===== src/rtl/comparador_umbral_hist_pkg.sv =====
// Shared types for the threshold comparator: per-channel filter states and
// the persistence-counter width helper.
package comparador_pkg;

  typedef enum logic [1:0] {
    FRIO     = 2'b00,
    SUBIENDO = 2'b01,
    CALIENTE = 2'b11,
    BAJANDO  = 2'b10
  } estado_t;

  function automatic int cnt_w(input int persist);
    return $clog2(persist + 1);
  endfunction

endpackage


===== src/rtl/comparador_umbral_hist_if.sv =====
// Sample/threshold bus between the temperature sampler and the comparator,
// plus the filtered flags going to fan/alarm control.
interface comparador_umbral_hist_if #(
  parameter int ANCHO     = 3,
  parameter int N_CANALES = 2
);
  logic                         muestra_valida;
  logic [N_CANALES*ANCHO-1:0]   temp;
  logic [ANCHO-1:0]             umbral_alto;
  logic [ANCHO-1:0]             umbral_bajo;
  logic                         borrar_sticky;
  logic [N_CANALES-1:0]         Dato_comp;
  logic [N_CANALES-1:0]         sticky;
  logic                         cualquiera;
  logic                         evento;

  modport master (
    output muestra_valida, temp, umbral_alto, umbral_bajo, borrar_sticky,
    input  Dato_comp, sticky, cualquiera, evento
  );

  modport slave (
    input  muestra_valida, temp, umbral_alto, umbral_bajo, borrar_sticky,
    output Dato_comp, sticky, cualquiera, evento
  );
endinterface


===== src/rtl/comparador_umbral_hist_canal.sv =====
// One channel: hysteresis FSM with persistence counter and sticky bit.
// The hot flag is bit 1 of the state register, so it is registered for free.
module canal_histeresis
  import comparador_pkg::*;
#(
  parameter int ANCHO          = 3,
  parameter int CUENTA_PERSIST = 4
) (
  input  logic             clk,
  input  logic             reset,
  input  logic             valida,
  input  logic [ANCHO-1:0] temp,
  input  logic [ANCHO-1:0] alto,
  input  logic [ANCHO-1:0] bajo_ef,
  input  logic             borrar,
  output logic             dato,
  output logic             dato_nxt,
  output logic             sticky
);
  localparam int CW = cnt_w(CUENTA_PERSIST);

  estado_t         st, nxt;
  logic [CW-1:0]   cnt, cnt_n;
  logic            es_caliente, es_frio, llega;

  always_ff @(posedge clk or posedge reset) begin
    if (reset) begin
      st     <= FRIO;
      cnt    <= '0;
      sticky <= 1'b0;
    end else begin
      st  <= nxt;
      cnt <= cnt_n;
      // a set on this edge overrides a simultaneous clear
      if (!dato && dato_nxt) sticky <= 1'b1;
      else if (borrar)       sticky <= 1'b0;
    end
  end

  assign es_caliente = (temp >= alto);
  assign es_frio     = (temp < bajo_ef);
  assign llega       = ((cnt + CW'(1)) == CW'(CUENTA_PERSIST));

  always_comb begin
    nxt   = st;
    cnt_n = cnt;
    if (valida) begin
      unique case (st)
        FRIO: if (es_caliente) begin
          if (CUENTA_PERSIST == 1) begin nxt = CALIENTE; cnt_n = '0;     end
          else                     begin nxt = SUBIENDO; cnt_n = CW'(1); end
        end
        SUBIENDO: begin
          if (!es_caliente)  begin nxt = FRIO;     cnt_n = '0; end
          else if (llega)    begin nxt = CALIENTE; cnt_n = '0; end
          else               cnt_n = cnt + CW'(1);
        end
        CALIENTE: if (es_frio) begin
          if (CUENTA_PERSIST == 1) begin nxt = FRIO;    cnt_n = '0;     end
          else                     begin nxt = BAJANDO; cnt_n = CW'(1); end
        end
        BAJANDO: begin
          if (!es_frio)      begin nxt = CALIENTE; cnt_n = '0; end
          else if (llega)    begin nxt = FRIO;     cnt_n = '0; end
          else               cnt_n = cnt + CW'(1);
        end
        default: begin nxt = FRIO; cnt_n = '0; end
      endcase
    end
  end

  always_comb begin
    dato     = st[1];
    dato_nxt = nxt[1];
  end
endmodule


===== src/rtl/comparador_umbral_hist.sv =====
// Multi-channel hysteresis comparator: shared thresholds, one filter per
// channel, and the aggregate any-hot / transition-pulse flags.
module comparador_umbral_hist
  import comparador_pkg::*;
#(
  parameter int ANCHO          = 3,
  parameter int N_CANALES      = 2,
  parameter int CUENTA_PERSIST = 4
) (
  input  logic                     clk,
  input  logic                     reset,
  comparador_umbral_hist_if.slave  bus
);
  logic [ANCHO-1:0]      bajo_ef;
  logic [N_CANALES-1:0]  dato, dato_nxt, sticky;
  logic                  cualquiera, evento;

  // bajo above alto collapses to zero hysteresis instead of oscillating
  assign bajo_ef = (bus.umbral_bajo < bus.umbral_alto) ? bus.umbral_bajo : bus.umbral_alto;

  for (genvar k = 0; k < N_CANALES; k++) begin : g_canal
    canal_histeresis #(
      .ANCHO          (ANCHO),
      .CUENTA_PERSIST (CUENTA_PERSIST)
    ) u_canal (
      .clk      (clk),
      .reset    (reset),
      .valida   (bus.muestra_valida),
      .temp     (bus.temp[k*ANCHO +: ANCHO]),
      .alto     (bus.umbral_alto),
      .bajo_ef  (bajo_ef),
      .borrar   (bus.borrar_sticky),
      .dato     (dato[k]),
      .dato_nxt (dato_nxt[k]),
      .sticky   (sticky[k])
    );
  end

  always_ff @(posedge clk or posedge reset) begin
    if (reset) begin
      cualquiera <= 1'b0;
      evento     <= 1'b0;
    end else begin
      cualquiera <= |dato_nxt;
      evento     <= |(dato_nxt ^ dato);
    end
  end

  assign bus.Dato_comp  = dato;
  assign bus.sticky     = sticky;
  assign bus.cualquiera = cualquiera;
  assign bus.evento     = evento;
endmodule

===== src/flat_wrapper.sv =====
// flat-port wrapper written by rule: the top's interface ports become plain ports
module comparador_umbral_hist_flat import comparador_pkg::*;
#(
  parameter int ANCHO          = 3,
  parameter int N_CANALES      = 2,
  parameter int CUENTA_PERSIST = 4
)
  (clk, reset, bus_muestra_valida, bus_temp, bus_umbral_alto, bus_umbral_bajo, bus_borrar_sticky, bus_Dato_comp, bus_sticky, bus_cualquiera, bus_evento);
  comparador_umbral_hist_if #(.ANCHO(ANCHO), .N_CANALES(N_CANALES)) bus_i ();
  input  logic clk;
  input  logic reset;
  input wire logic [$bits(bus_i.muestra_valida)-1:0] bus_muestra_valida;
  input wire logic [$bits(bus_i.temp)-1:0] bus_temp;
  input wire logic [$bits(bus_i.umbral_alto)-1:0] bus_umbral_alto;
  input wire logic [$bits(bus_i.umbral_bajo)-1:0] bus_umbral_bajo;
  input wire logic [$bits(bus_i.borrar_sticky)-1:0] bus_borrar_sticky;
  output wire logic [$bits(bus_i.Dato_comp)-1:0] bus_Dato_comp;
  output wire logic [$bits(bus_i.sticky)-1:0] bus_sticky;
  output wire logic [$bits(bus_i.cualquiera)-1:0] bus_cualquiera;
  output wire logic [$bits(bus_i.evento)-1:0] bus_evento;
  assign bus_i.muestra_valida = bus_muestra_valida;
  assign bus_i.temp = bus_temp;
  assign bus_i.umbral_alto = bus_umbral_alto;
  assign bus_i.umbral_bajo = bus_umbral_bajo;
  assign bus_i.borrar_sticky = bus_borrar_sticky;
  assign bus_Dato_comp = bus_i.Dato_comp;
  assign bus_sticky = bus_i.sticky;
  assign bus_cualquiera = bus_i.cualquiera;
  assign bus_evento = bus_i.evento;
  comparador_umbral_hist #(.ANCHO(ANCHO), .N_CANALES(N_CANALES), .CUENTA_PERSIST(CUENTA_PERSIST)) u_core (.clk(clk), .reset(reset), .bus(bus_i));
endmodule

===== config.mk =====
export PLATFORM = sky130hd
export DESIGN_NAME = comparador_umbral_hist_flat
export DESIGN_NICKNAME = d
export VERILOG_FILES = /design/src/rtl/comparador_umbral_hist_pkg.sv /design/src/rtl/comparador_umbral_hist_if.sv /design/src/rtl/comparador_umbral_hist_canal.sv /design/src/rtl/comparador_umbral_hist.sv /design/src/flat_wrapper.sv
export SDC_FILE = /design/constraint.sdc
export NUM_CORES = 1
export LEC_CHECK = 0
export BUFFER_PORTS_ARGS = -buffer_cell sky130_fd_sc_hd__buf_2
export CAP_MARGIN = 20
export CORE_MARGIN = 2
export CORE_UTILIZATION = 53
export CTS_BUF_LIST = sky130_fd_sc_hd__clkbuf_2
export CTS_CLUSTER_DIAMETER = 50
export DETAILED_ROUTE_END_ITERATION = 10
export HOLD_SLACK_MARGIN = 0.12
export PLACE_DENSITY = 0.78
export RECOVER_POWER = 25
export SLEW_MARGIN = 20
export SYNTH_ARGS = -nofsm -noshare
export SYNTH_HDL_FRONTEND = slang
export SYNTH_HIERARCHICAL = 1
export SYNTH_SLANG_ARGS = --single-unit

===== constraint.sdc =====
create_clock -name clk -period 1.8 [get_ports clk]
set_input_delay 0.36 -clock clk [delete_from_list [all_inputs] [get_ports clk]]
set_output_delay 0.36 -clock clk [all_outputs]
set_load 0.01 [all_outputs]

==> results.cfg <==
[critical_path]
cp_data_arrival_time_ns = 2.74
required_ns = 1.95
end_kind = flop
critPathLaunchType = input port
crit_fanout = 3
crit_type = input port to flop

[sta]
tns_ns = -9.14
fin_crit_sh = 1.44
hold_viol_final = 0
rsz0062_at_grt = true
slew-limit-headroom = 0.683
skew_ns = 0.00790
setup_viol = 14
fin_ws_ns = -0.785
fin_crit_ns = 2.59
worstMarginPinSlew_ns = 0.473
fmax_mhz = 387
slew_violations = 0

[power_and_ir_drop]
comb_power_share = 0.761
p_per_area_mw_per_mm2 = 1200
power.leakage_nw = 1.13
ir_worst_vdd_mv = 1.22
p_int_mw = 1.54
power_frac_clock = 0.048
switching_power_mw = 1.15
swShare = 0.427
p_seq_frac = 0.191
total_power_mw = 2.69

[logic_synthesis]
synth_top_family_by_area = compound AO/OA/AOI/OAI gates
synth-xor-area-share = 0.0250
synth_area_mm2 = 0.00140
yosysWarnings = 6
avgSynthCellArea_um2 = 9.02
yosys.area_share.simple = 0.151
synth_compound_area_frac = 0.242
syn_inst = 155
yosysSeqAreaShare = 0.250
synth-seq-cells = 14
syn_nets = 197
yosysUniqueCellTypes = 31
synth_mux_area_frac = 0.0322
synth_fa_ha_area_frac = 0.233

[outcome]
outcome = finished, violations left
violations = negative setup slack

[cells_and_area]
syn2layout_area_growth_pct = 59.8
nets = 274
antenna_cells = 0
nFillCells = 116
drive_above_1_share = 0.509

[global_routing]
antenna_found_initial = 0
grt_pass1_vias = 1543
grt_overflow_total = 0
track_usage = 0.268
grt_max_degree = 8
grt_pass1_wl_mm = 6.67

[die]
core_mm2 = 0.00250
die_x_um = 55.4
die_y_um = 55.4
initial_core_util = 0.560
io_pins = 22
fp-row-count = 18
dieArea_mm2 = 0.00307

[job]
max_cap_violations = 0

[placement]
portBuffers = 21
gp_congestion = 0.916
dp_hpwl_mm = 2.95

[route]
vias = 1457
drcViolationCount = 0
viasPerCell = 5.60
drt_iter0_markers = 28
wl_mm = 4.21
drt_first_pass_iters = 4
wl_per_cell_um = 16.2
ant_nets = 0

[clocking]
path_clk_slew_ns = 0.11
ctsHtreeMaxLevel = 1
insertion_delay_ns = 0.26
root_buffer = clkbuf_2
cts_tree = done
clock-sinks = 14
cts_buffers = 3
clockBufferDepth = 2

[min_path]
min_path_type = input port to flop
[flip-flops by register name, indices dropped and copies added, names as in the netlist]
register / cells
u_core/g_canal.u_canal/cnt: 6
u_core/g_canal.u_canal/st: 4
u_core/g_canal.u_canal/sticky: 2
u_core/bus.cualquiera: 1
u_core/bus.evento: 1
[area by class of cell]
cell class,count,area [um^2],area share
multi-input cells,116,1200,0.539
repair buffers,72,522,0.233
flip-flops and latches,14,350,0.157
inverters,25,106,0.0476
well taps,30,37.5,0.0168
clock buffers,3,15.0,0.00672
[power groups by stage]
stage	clock network (mW)	registers, mW	logic (mW)
after detailed placement	0	0.516	1.58
after CTS	0.133	0.509	1.87
after global routing	0.149	0.529	2.19
after global placement	0	0.511	1.49
final	0.128	0.514	2.05
after floorplan	0	0.575	0.818
[critical path, stage by stage]
cell	delay, ns
buf_12	0.09
inv_12	0.03
ha_4	0.27
a21oi_4	0.07
buf_4	0.13
o21ai_2	0.18
inv_1	0.11
ha_4	0.27
a21oi_4	0.14
o21ai_4	0.08
buf_4	0.14
a221o_1	0.37
a21oi_2	0.17
mux2_4	0.33
[kinds of logic (layout without fill, tap and decap cells)]
| kind of cell | Yosys count | after routing |
|---|---|---|
| compound gates | 45 | 45 |
| xor+xnor | 4 | 4 |
| simple gates | 37 | 37 |
| mux | 4 | 4 |
| buf+inv | 25 | 100 |
| flops | 14 | 14 |
| fa+ha+maj | 26 | 26 |
[stage by stage]
step	worst slack (ns)	instance area, um^2	utilization	cells	hold WS [ns]
6_report	-0.785	2240	0.894	260	0.399
5_1_grt	-0.820	2240	0.894	260	0.382
4_1_cts	-0.712	2160	0.864	258	0.381
3_5_place_dp	-1.15	1930	0.771	248	0.233
3_3_place_gp	-1.03	1930	0.771	248	0.232
2_1_floorplan	-0.764	1470	-	155	0.101
[final timing paths]
check | cells after the start | from | endpoint | slack, ns
min | 3 | bus_borrar_sticky | u_core/g_canal[0].u_canal/sticky | 0.40
max reg2reg | 8 | u_core/g_canal[0].u_canal/cnt[0] | u_core/bus.evento | -0.42
max in group asynchronous | 3 | reset | u_core/g_canal[0].u_canal/st[1] | 1.03
max | 14 | bus_umbral_alto[2] | u_core/g_canal[0].u_canal/st[0] | -0.79
min reg2reg | 1 | u_core/g_canal[0].u_canal/sticky | u_core/g_canal[0].u_canal/sticky | 0.52
min in group asynchronous | 3 | reset | u_core/bus.cualquiera | 0.50
[cell usage in the layout, fill, tap and decap left out, types with 3 or more instances in the layout]
master / count
clkbuf_2: 3
nand3_1: 4
nand2_4: 3
o21ai_4: 3
nor2b_1: 3
o21ai_1: 5
nand3b_1: 4
nand2_1: 10
o21ai_0: 4
ha_4: 6
buf_6: 4
a21oi_4: 3
buf_4: 47
dfrtp_1: 14
inv_1: 20
a21oi_1: 4
inv_2: 4
buf_2: 18
mux2_4: 3
ha_1: 20
[per-layer routing]
layer | wire length (um) | track usage | up-vias
met5 | 0 | 0 | -
met4 | 92 | 0.0627 | 0
met3 | 179 | 0.0281 | 12
met2 | 2230 | 0.529 | 47
met1 | 1710 | 0.303 | 704
li1 | - | - | 694
[synthesized netlist by cell type]
cell       count  area [um^2]
o211ai_1       2         15.0
a21oi_1        6         30.0
xor2_1         2         17.5
nor2b_1        3         18.8
mux2_1         2         22.5
ha_1          26          325
or3b_1         2         17.5
o21ai_0       11         55.1
nor3b_1        2         15.0
nand2_1       15         56.3
o211ai_2       2         25.0
a21boi_0       2         15.0
a221o_1        2         20.0
nand3b_1       4         30.0
inv_1         25         93.8
mux2_2         2         22.5
o2bb2ai_1      2         17.5
nor2_1         2         7.51
nand3_1        4         20.0
a211oi_1       4         30.0
a21o_1         2         15.0
xnor2_1        2         17.5
a22o_1         2         17.5
dfrtp_1       14          350
nor2b_4        2         27.5
o21a_1         2         15.0
o21ai_2        3         26.3
or2_2          1         6.26
a2111oi_2      2         30.0
a21oi_2        3         26.3
and2_1         2         12.5
[repair_timing]
item | in CTS | in global routing
pin swaps | 19 | 10
resized for setup | 33 | 12
endpoints found under the setup margin | 14 | 14
hold endpoints to repair | 14 | 0
hold buffers | 1 | 0
setup buffers | 7 | 3
(Power assumes the default switching activity.)
